[config.mk]
export PLATFORM = sky130hd
export DESIGN_NAME = cordic_arbiter
export DESIGN_NICKNAME = d
export VERILOG_FILES = /design/src/rtl/cordic_pkg.sv /design/src/rtl/cordic_tag_pipe.sv /design/src/rtl/cordic_arbiter.sv
export SDC_FILE = /design/constraint.sdc
export NUM_CORES = 1
export LEC_CHECK = 0
export CAP_MARGIN = 10
export CORE_ASPECT_RATIO = 0.7
export CORE_MARGIN = 2
export CORE_UTILIZATION = 43
export DETAILED_ROUTE_END_ITERATION = 10
export GPL_TIMING_DRIVEN = 0
export PLACE_DENSITY_LB_ADDON = 0.1
export SYNTH_ARGS = -nofsm -noshare
export SYNTH_HDL_FRONTEND = slang
export SYNTH_HIERARCHICAL = 1
export SYNTH_SLANG_ARGS = --single-unit
[constraint.sdc]
create_clock -name clk -period 2.5 [get_ports clk]
set_clock_uncertainty 0.1 [all_clocks]
set_input_delay 0.375 -clock clk [delete_from_list [all_inputs] [get_ports clk]]
set_output_delay 0.375 -clock clk [all_outputs]
set_load 0.02 [all_outputs]
[src/rtl/cordic_pkg.sv]
// Shared constants, channel ids and FSM encoding for the CORDIC front-end arbiter.
// Latency: n/a (declarations only).
// Backpressure: n/a.
package cordic_pkg;

  localparam int CORDIC_IN_W     = 16;
  localparam int CORDIC_OUT_W    = 16;
  localparam int CORDIC_CORE_LAT = 8;

  // Legal rotation angle range in integer degrees.
  localparam int ANGLE_P180 = 180;
  localparam int ANGLE_N180 = -180;

  // Channel ids carried in the tag pipeline; CH_ATAN doubles as the core mode bit.
  localparam logic CH_ROT  = 1'b0;
  localparam logic CH_ATAN = 1'b1;

  typedef enum logic [1:0] {
    ST_RUN   = 2'd0,
    ST_DRAIN = 2'd1,
    ST_DONE  = 2'd2
  } arb_state_t;

endpackage

[src/rtl/cordic_tag_pipe.sv]
// Tag shift register tracking which channel owns each result in flight in the core.
// Latency: a pushed tag reaches the tail DEPTH cycles after the push cycle.
// Backpressure: none; shifts every cycle.
// Ports: i_push_vld/i_push_ch enter at the head; o_tail_vld/o_tail_ch leave at the tail;
//        o_any_vld is set while any stage holds a valid tag.
module cordic_tag_pipe
  import cordic_pkg::*;
#(
  parameter int DEPTH = CORDIC_CORE_LAT
) (
  input  logic clk,
  input  logic rst_n,
  input  logic i_push_vld,
  input  logic i_push_ch,
  output logic o_tail_vld,
  output logic o_tail_ch,
  output logic o_any_vld
);

  logic [DEPTH-1:0] r_vld;
  logic [DEPTH-1:0] r_ch;

  always_ff @(posedge clk or negedge rst_n) begin
    if (!rst_n) begin
      r_vld <= '0;
      r_ch  <= '0;
    end else begin
      r_vld[0] <= i_push_vld;
      r_ch[0]  <= i_push_ch;
      for (int i = 1; i < DEPTH; i++) begin
        r_vld[i] <= r_vld[i-1];
        r_ch[i]  <= r_ch[i-1];
      end
    end
  end

  assign o_tail_vld = r_vld[DEPTH-1];
  assign o_tail_ch  = r_ch[DEPTH-1];
  assign o_any_vld  = |r_vld;

endmodule

[src/rtl/cordic_arbiter.sv]
// Round-robin arbiter feeding one shared CORDIC core from a rotation and an arctan requester,
// routing each core result back to its owner. Latency: 1 + CORE_LATENCY cycles request->response.
// Backpressure: only the granted channel sees ready; responses have no backpressure; flush drains.
// Ports: rot_*/atan_* requester handshakes, core_* core issue/result, rot/atan_rsp_valid + rsp_data
//        routed result, flush/flush_done drain control, busy/err_tag/err_range status.
module cordic_arbiter
  import cordic_pkg::*;
#(
  parameter int INPUT_WIDTH  = CORDIC_IN_W,
  parameter int OUTPUT_WIDTH = CORDIC_OUT_W,
  parameter int CORE_LATENCY = CORDIC_CORE_LAT
) (
  input  logic                    clk,
  input  logic                    rst_n,
  input  logic                    rot_valid,
  output logic                    rot_ready,
  input  logic [INPUT_WIDTH-1:0]  rot_degree,
  input  logic                    atan_valid,
  output logic                    atan_ready,
  input  logic [INPUT_WIDTH-1:0]  atan_tan,
  output logic [INPUT_WIDTH-1:0]  core_degree,
  output logic [INPUT_WIDTH-1:0]  core_tan,
  output logic                    core_arctan_en,
  output logic                    core_valid,
  input  logic [OUTPUT_WIDTH-1:0] core_result,
  input  logic                    core_result_valid,
  output logic [OUTPUT_WIDTH-1:0] rsp_data,
  output logic                    rot_rsp_valid,
  output logic                    atan_rsp_valid,
  input  logic                    flush,
  output logic                    flush_done,
  output logic                    busy,
  output logic                    err_tag,
  output logic                    err_range
);

  localparam logic signed [INPUT_WIDTH-1:0] P180_W = INPUT_WIDTH'(ANGLE_P180);
  localparam logic signed [INPUT_WIDTH-1:0] N180_W = INPUT_WIDTH'(ANGLE_N180);

  arb_state_t             r_state;
  arb_state_t             w_state_nxt;
  logic                   r_ptr;
  logic                   w_rot_gnt;
  logic                   w_atan_gnt;
  logic                   w_deg_hi;
  logic                   w_deg_lo;
  logic [INPUT_WIDTH-1:0] w_deg_clamped;
  logic                   w_tail_vld;
  logic                   w_tail_ch;
  logic                   w_tag_any;
  logic                   w_hit;

  logic                   r_core_valid;
  logic [INPUT_WIDTH-1:0] r_core_degree;
  logic [INPUT_WIDTH-1:0] r_core_tan;
  logic                   r_core_arctan_en;
  logic                   r_err_tag;
  logic                   r_err_range;

  assign w_deg_hi      = $signed(rot_degree) > P180_W;
  assign w_deg_lo      = $signed(rot_degree) < N180_W;
  assign w_deg_clamped = w_deg_hi ? P180_W : (w_deg_lo ? N180_W : rot_degree);

  assign busy = r_core_valid | w_tag_any;

  always_ff @(posedge clk or negedge rst_n) begin
    if (!rst_n) r_state <= ST_RUN;
    else        r_state <= w_state_nxt;
  end

  // Grant only in RUN and never in the cycle flush is seen, so a drain
  // starts with no new issue behind it.
  always_comb begin
    w_state_nxt = r_state;
    w_rot_gnt   = 1'b0;
    w_atan_gnt  = 1'b0;
    case (r_state)
      ST_RUN: begin
        if (flush) begin
          w_state_nxt = ST_DRAIN;
        end else if (rot_valid && (!atan_valid || r_ptr == CH_ROT)) begin
          w_rot_gnt = 1'b1;
        end else if (atan_valid) begin
          w_atan_gnt = 1'b1;
        end
      end
      ST_DRAIN: if (!busy)  w_state_nxt = ST_DONE;
      ST_DONE:  if (!flush) w_state_nxt = ST_RUN;
      default:  w_state_nxt = ST_RUN;
    endcase
  end

  assign rot_ready  = w_rot_gnt;
  assign atan_ready = w_atan_gnt;
  assign flush_done = (r_state == ST_DONE);

  always_ff @(posedge clk or negedge rst_n) begin
    if (!rst_n) begin
      r_ptr            <= CH_ROT;
      r_core_valid     <= 1'b0;
      r_core_degree    <= '0;
      r_core_tan       <= '0;
      r_core_arctan_en <= 1'b0;
      r_err_tag        <= 1'b0;
      r_err_range      <= 1'b0;
    end else begin
      r_core_valid <= w_rot_gnt | w_atan_gnt;
      if (w_rot_gnt) begin
        r_ptr            <= CH_ATAN;
        r_core_degree    <= w_deg_clamped;
        r_core_tan       <= '0;
        r_core_arctan_en <= 1'b0;
        if (w_deg_hi || w_deg_lo) r_err_range <= 1'b1;
      end else if (w_atan_gnt) begin
        r_ptr            <= CH_ROT;
        r_core_degree    <= '0;
        r_core_tan       <= atan_tan;
        r_core_arctan_en <= 1'b1;
      end
      // A result with no owner, or an owner with no result, means the core
      // latency no longer matches the tag pipeline.
      if (w_tail_vld != core_result_valid) r_err_tag <= 1'b1;
    end
  end

  assign core_valid     = r_core_valid;
  assign core_degree    = r_core_degree;
  assign core_tan       = r_core_tan;
  assign core_arctan_en = r_core_arctan_en;
  assign err_tag        = r_err_tag;
  assign err_range      = r_err_range;

  // Tags are pushed from the registered issue so the tail lines up with
  // core_result_valid exactly CORE_LATENCY cycles after core_valid.
  cordic_tag_pipe #(
    .DEPTH(CORE_LATENCY)
  ) u_tag_pipe (
    .clk       (clk),
    .rst_n     (rst_n),
    .i_push_vld(r_core_valid),
    .i_push_ch (r_core_arctan_en ? CH_ATAN : CH_ROT),
    .o_tail_vld(w_tail_vld),
    .o_tail_ch (w_tail_ch),
    .o_any_vld (w_tag_any)
  );

  assign w_hit          = w_tail_vld & core_result_valid;
  assign rot_rsp_valid  = w_hit & (w_tail_ch == CH_ROT);
  assign atan_rsp_valid = w_hit & (w_tail_ch == CH_ATAN);
  assign rsp_data       = w_hit ? core_result : '0;

endmodule

==> qor.yml <==
global_route:
  use_met1_pct: 29.72
  grt_first_pass_wirelength_um: 9584
  gr-total-overflow: 0
  met3_usage_pct: 5.071
  grt_max_degree: 34
  grt-busiest-layer: "met2"
  met2_usage_pct: 33.27
  antenna_found_initial: 0
  grt_pass1_vias: 1862
  grt_usage_pct: 20.87
cts:
  cts_max_path_buffers: 2
  htree_levels: 2
  cts_root_buf: "clkbuf_8"
  clock_latency_ps: 300
  postCtsSetupBuffers: 0
  numCtsBuffers: 5
  path_clk_slew_ps: 90
  tritoncts: "built"
  clock-sinks: 55
synthesis:
  synth-xor-area-share_pct: 0
  synthCells: 208
  synth_top_family_by_area: "simple AND/OR/NAND/NOR gates"
  synth_edf_count: 0
  syn_nets: 265
  synth-simple-area-share_pct: 19.09
  synth_area_um2: 2228
  ys_ff_latch: 55
  ys_seq_area_share_pct: 61.76
  synth_area_per_cell_um2: 10.71
  synthMuxAreaShare_pct: 0
  ys_warn_count: 6
  synth_compound_area_share_pct: 14.77
  synthAdderAreaFrac_pct: 1.684
  ys_types: 31
  async_flop_share_pct: 100.0
  synthFlopType: "dfrtp_1"
place:
  pre_cts_slack_ps: -692.2
  numPortBuffers: 111
  dp_hpwl_um: 4473
  place_inst: 389
  gp_congestion: 0.8493
setup_path:
  worstSetupStartpointType: "flip-flop"
  cp.depth: 5
  cp.arrival_ps: 1850
  critical_path_class: "reg2out"
  path_cells: "nor3_4 > nand3_4 > inv_2 > buf_4 > clkdlybuf4s15_2"
  crit_buf_inv: 3
  critical_path.top_delay_family: "buffers and inverters"
  critPathMaxFanout: 10
  reg2regPathDepth: 6
  required_ps: 2030
  end_kind: "output port"
  cpMaxStageDelayCell: "dfrtp_1"
  cpPeakStageDelay_ps: 450
min_path:
  hold_class: "reg2reg"
  whs_path_depth: 0
final_layout:
  utilization_pct: 72.76
  area_delta_synth_final_pct: 59.57
  final_common_cell: "clkdlybuf4s50_1"
  nets: 384
  final_cell_mix: "clkdlybuf4s50_1, dfrtp_1, nand2_1"
  layoutNonFillerInstCount: 397
  drive_gt1_share_pct: 7.317
  antenna_cells: 0
pwr:
  p_leak_nw: 1.571
  ir_drop_mv: 0.6462
  powerDensity_nw_per_um2: 943.0
  finalPower_w: 0.003353
die:
  die_w_um: 90.04
  initial_core_util_pct: 45.60
  ioPinCount: 112
  rows: 21
  core_region_area_um2: 4887
  die_area_um2: 5783
  die_h_um: 64.23
status:
  status: "complete, no violations"
timing:
  hold_viol: 0
  period_needed_ps: 2320
  rsz0062_at_grt: "false"
  period_share_pct: 92.82
  finalSetupViolations: 0
  timing.fmax_ghz: 0.4310
  setup_slack_ps: 179.6
  tightest_slew_ps: 539.4
  drv_slew: 0
  max-slew-margin-rel_pct: 64.04
detailed_routing:
  drt_iter0_markers: 66
  via_per_inst: 4.839
  drc: 0
  drtAntennaViolNets: 0
  vias: 1921
  drt-pass1-iter-count: 5
  wl_per_cell_um: 14.47
  routed_wl_um: 5744
flow_run:
  cap_viol_max_count: 0
==> layer usage <==
layer / share of wire [%] / up-vias
met1: 47 / 917
met3: 5.0 / 6
met2: 47 / 52
met5: 0 / -
met4: 0.64 / 0
li1: - / 946
==> worst register-to-register path: stages, from the launching register on <==
cell	delay, ps
dfrtp_1	450
nor3_4	370
nand3_4	190
inv_4	160
nor2_1	110
clkbuf_1	240
o2bb2ai_1	190
==> stage by stage <==
step	cell area [um^2]	setup TNS [ps]	hold WS, ps
after floorplan	2228	0	-20.59
after global placement	3426	-36790	232.2
after detailed placement	3441	-4133	241.1
after CTS	3552	0	260.6
after global routing	3556	0	267.9
final	3556	0	258.7
==> cell families (layout without fill, tap and decap cells) <==
family / Yosys count / in the layout
and+or+nand+nor: 87 / 87
DFF: 55 / 55
AOI/OAI and AO/OA: 48 / 48
buffers and inverters: 15 / 135
adders and majority gates: 3 / 3
==> sequential cells by signal, summed over array words and instances, names as in the netlist, 2 cells and up <==
register,flops
u_tag_pipe/r_vld,8
core_tan,16
r_state,2
u_tag_pipe/r_ch,8
core_degree,16
==> path summary, 6_finish.rpt <==
check                      slack (ps)                 end               start
max in group asynchronous        1250  u_tag_pipe/r_ch[3]               rst_n
min                               260  u_tag_pipe/r_ch[5]  u_tag_pipe/r_ch[4]
min in group asynchronous         500      core_degree[6]               rst_n
max reg2reg                       580     core_degree[12]          r_state[1]
min reg2reg                       260  u_tag_pipe/r_ch[5]  u_tag_pipe/r_ch[4]
max                               180          atan_ready          r_state[1]
==> timing repair <==
| item | 4_1_cts | 5_1_grt |
|---|---|---|
| resized for setup | 25 | 1 |
| hold buffers | 1 | 0 |
| endpoints found under the hold margin | 22 | 0 |
| endpoints found under the setup margin | 12 | 3 |
| gates cloned | 0 | 0 |
| pin swaps | 2 | 1 |
==> area by class of cell <==
class,count,area (um^2)
inverters,7,28.78
well taps,69,86.33
clock buffers,7,76.32
flip-flops and latches,55,1376
clock inverters,1,5.005
repair buffers,113,1122
plain buffers,7,35.03
fillers,370,1331
multi-input cells,138,825.8
==> cells in the mapped netlist (2+ instances only) <==
cell / count / area [um^2]
nand2_1: 36 / 135.1
nor4_1: 2 / 12.51
ha_1: 3 / 37.54
nand2b_1: 4 / 25.02
inv_1: 6 / 22.52
clkbuf_1: 5 / 18.77
o21ai_0: 18 / 90.09
o2bb2ai_1: 10 / 87.58
dfrtp_1: 55 / 1376
nor2_1: 15 / 56.30
a21oi_1: 12 / 60.06
and2_1: 17 / 106.4
a32o_2: 2 / 22.52
nand3_1: 3 / 15.01
nor2b_1: 2 / 12.51
buf_1: 2 / 7.510
nand4_1: 2 / 12.51
==> report_power, final <==
group / total [W] / leakage [nW] / internal [W] / switching (W)
Sequential: 0.00143 / 0.696 / 0.00124 / 0.000198
Combinational: 0.00145 / 0.833 / 0.000713 / 0.000741
Clock: 0.000464 / 0.0422 / 0.000197 / 0.000267
No activity file was read; power rests on OpenSTA's default activity.
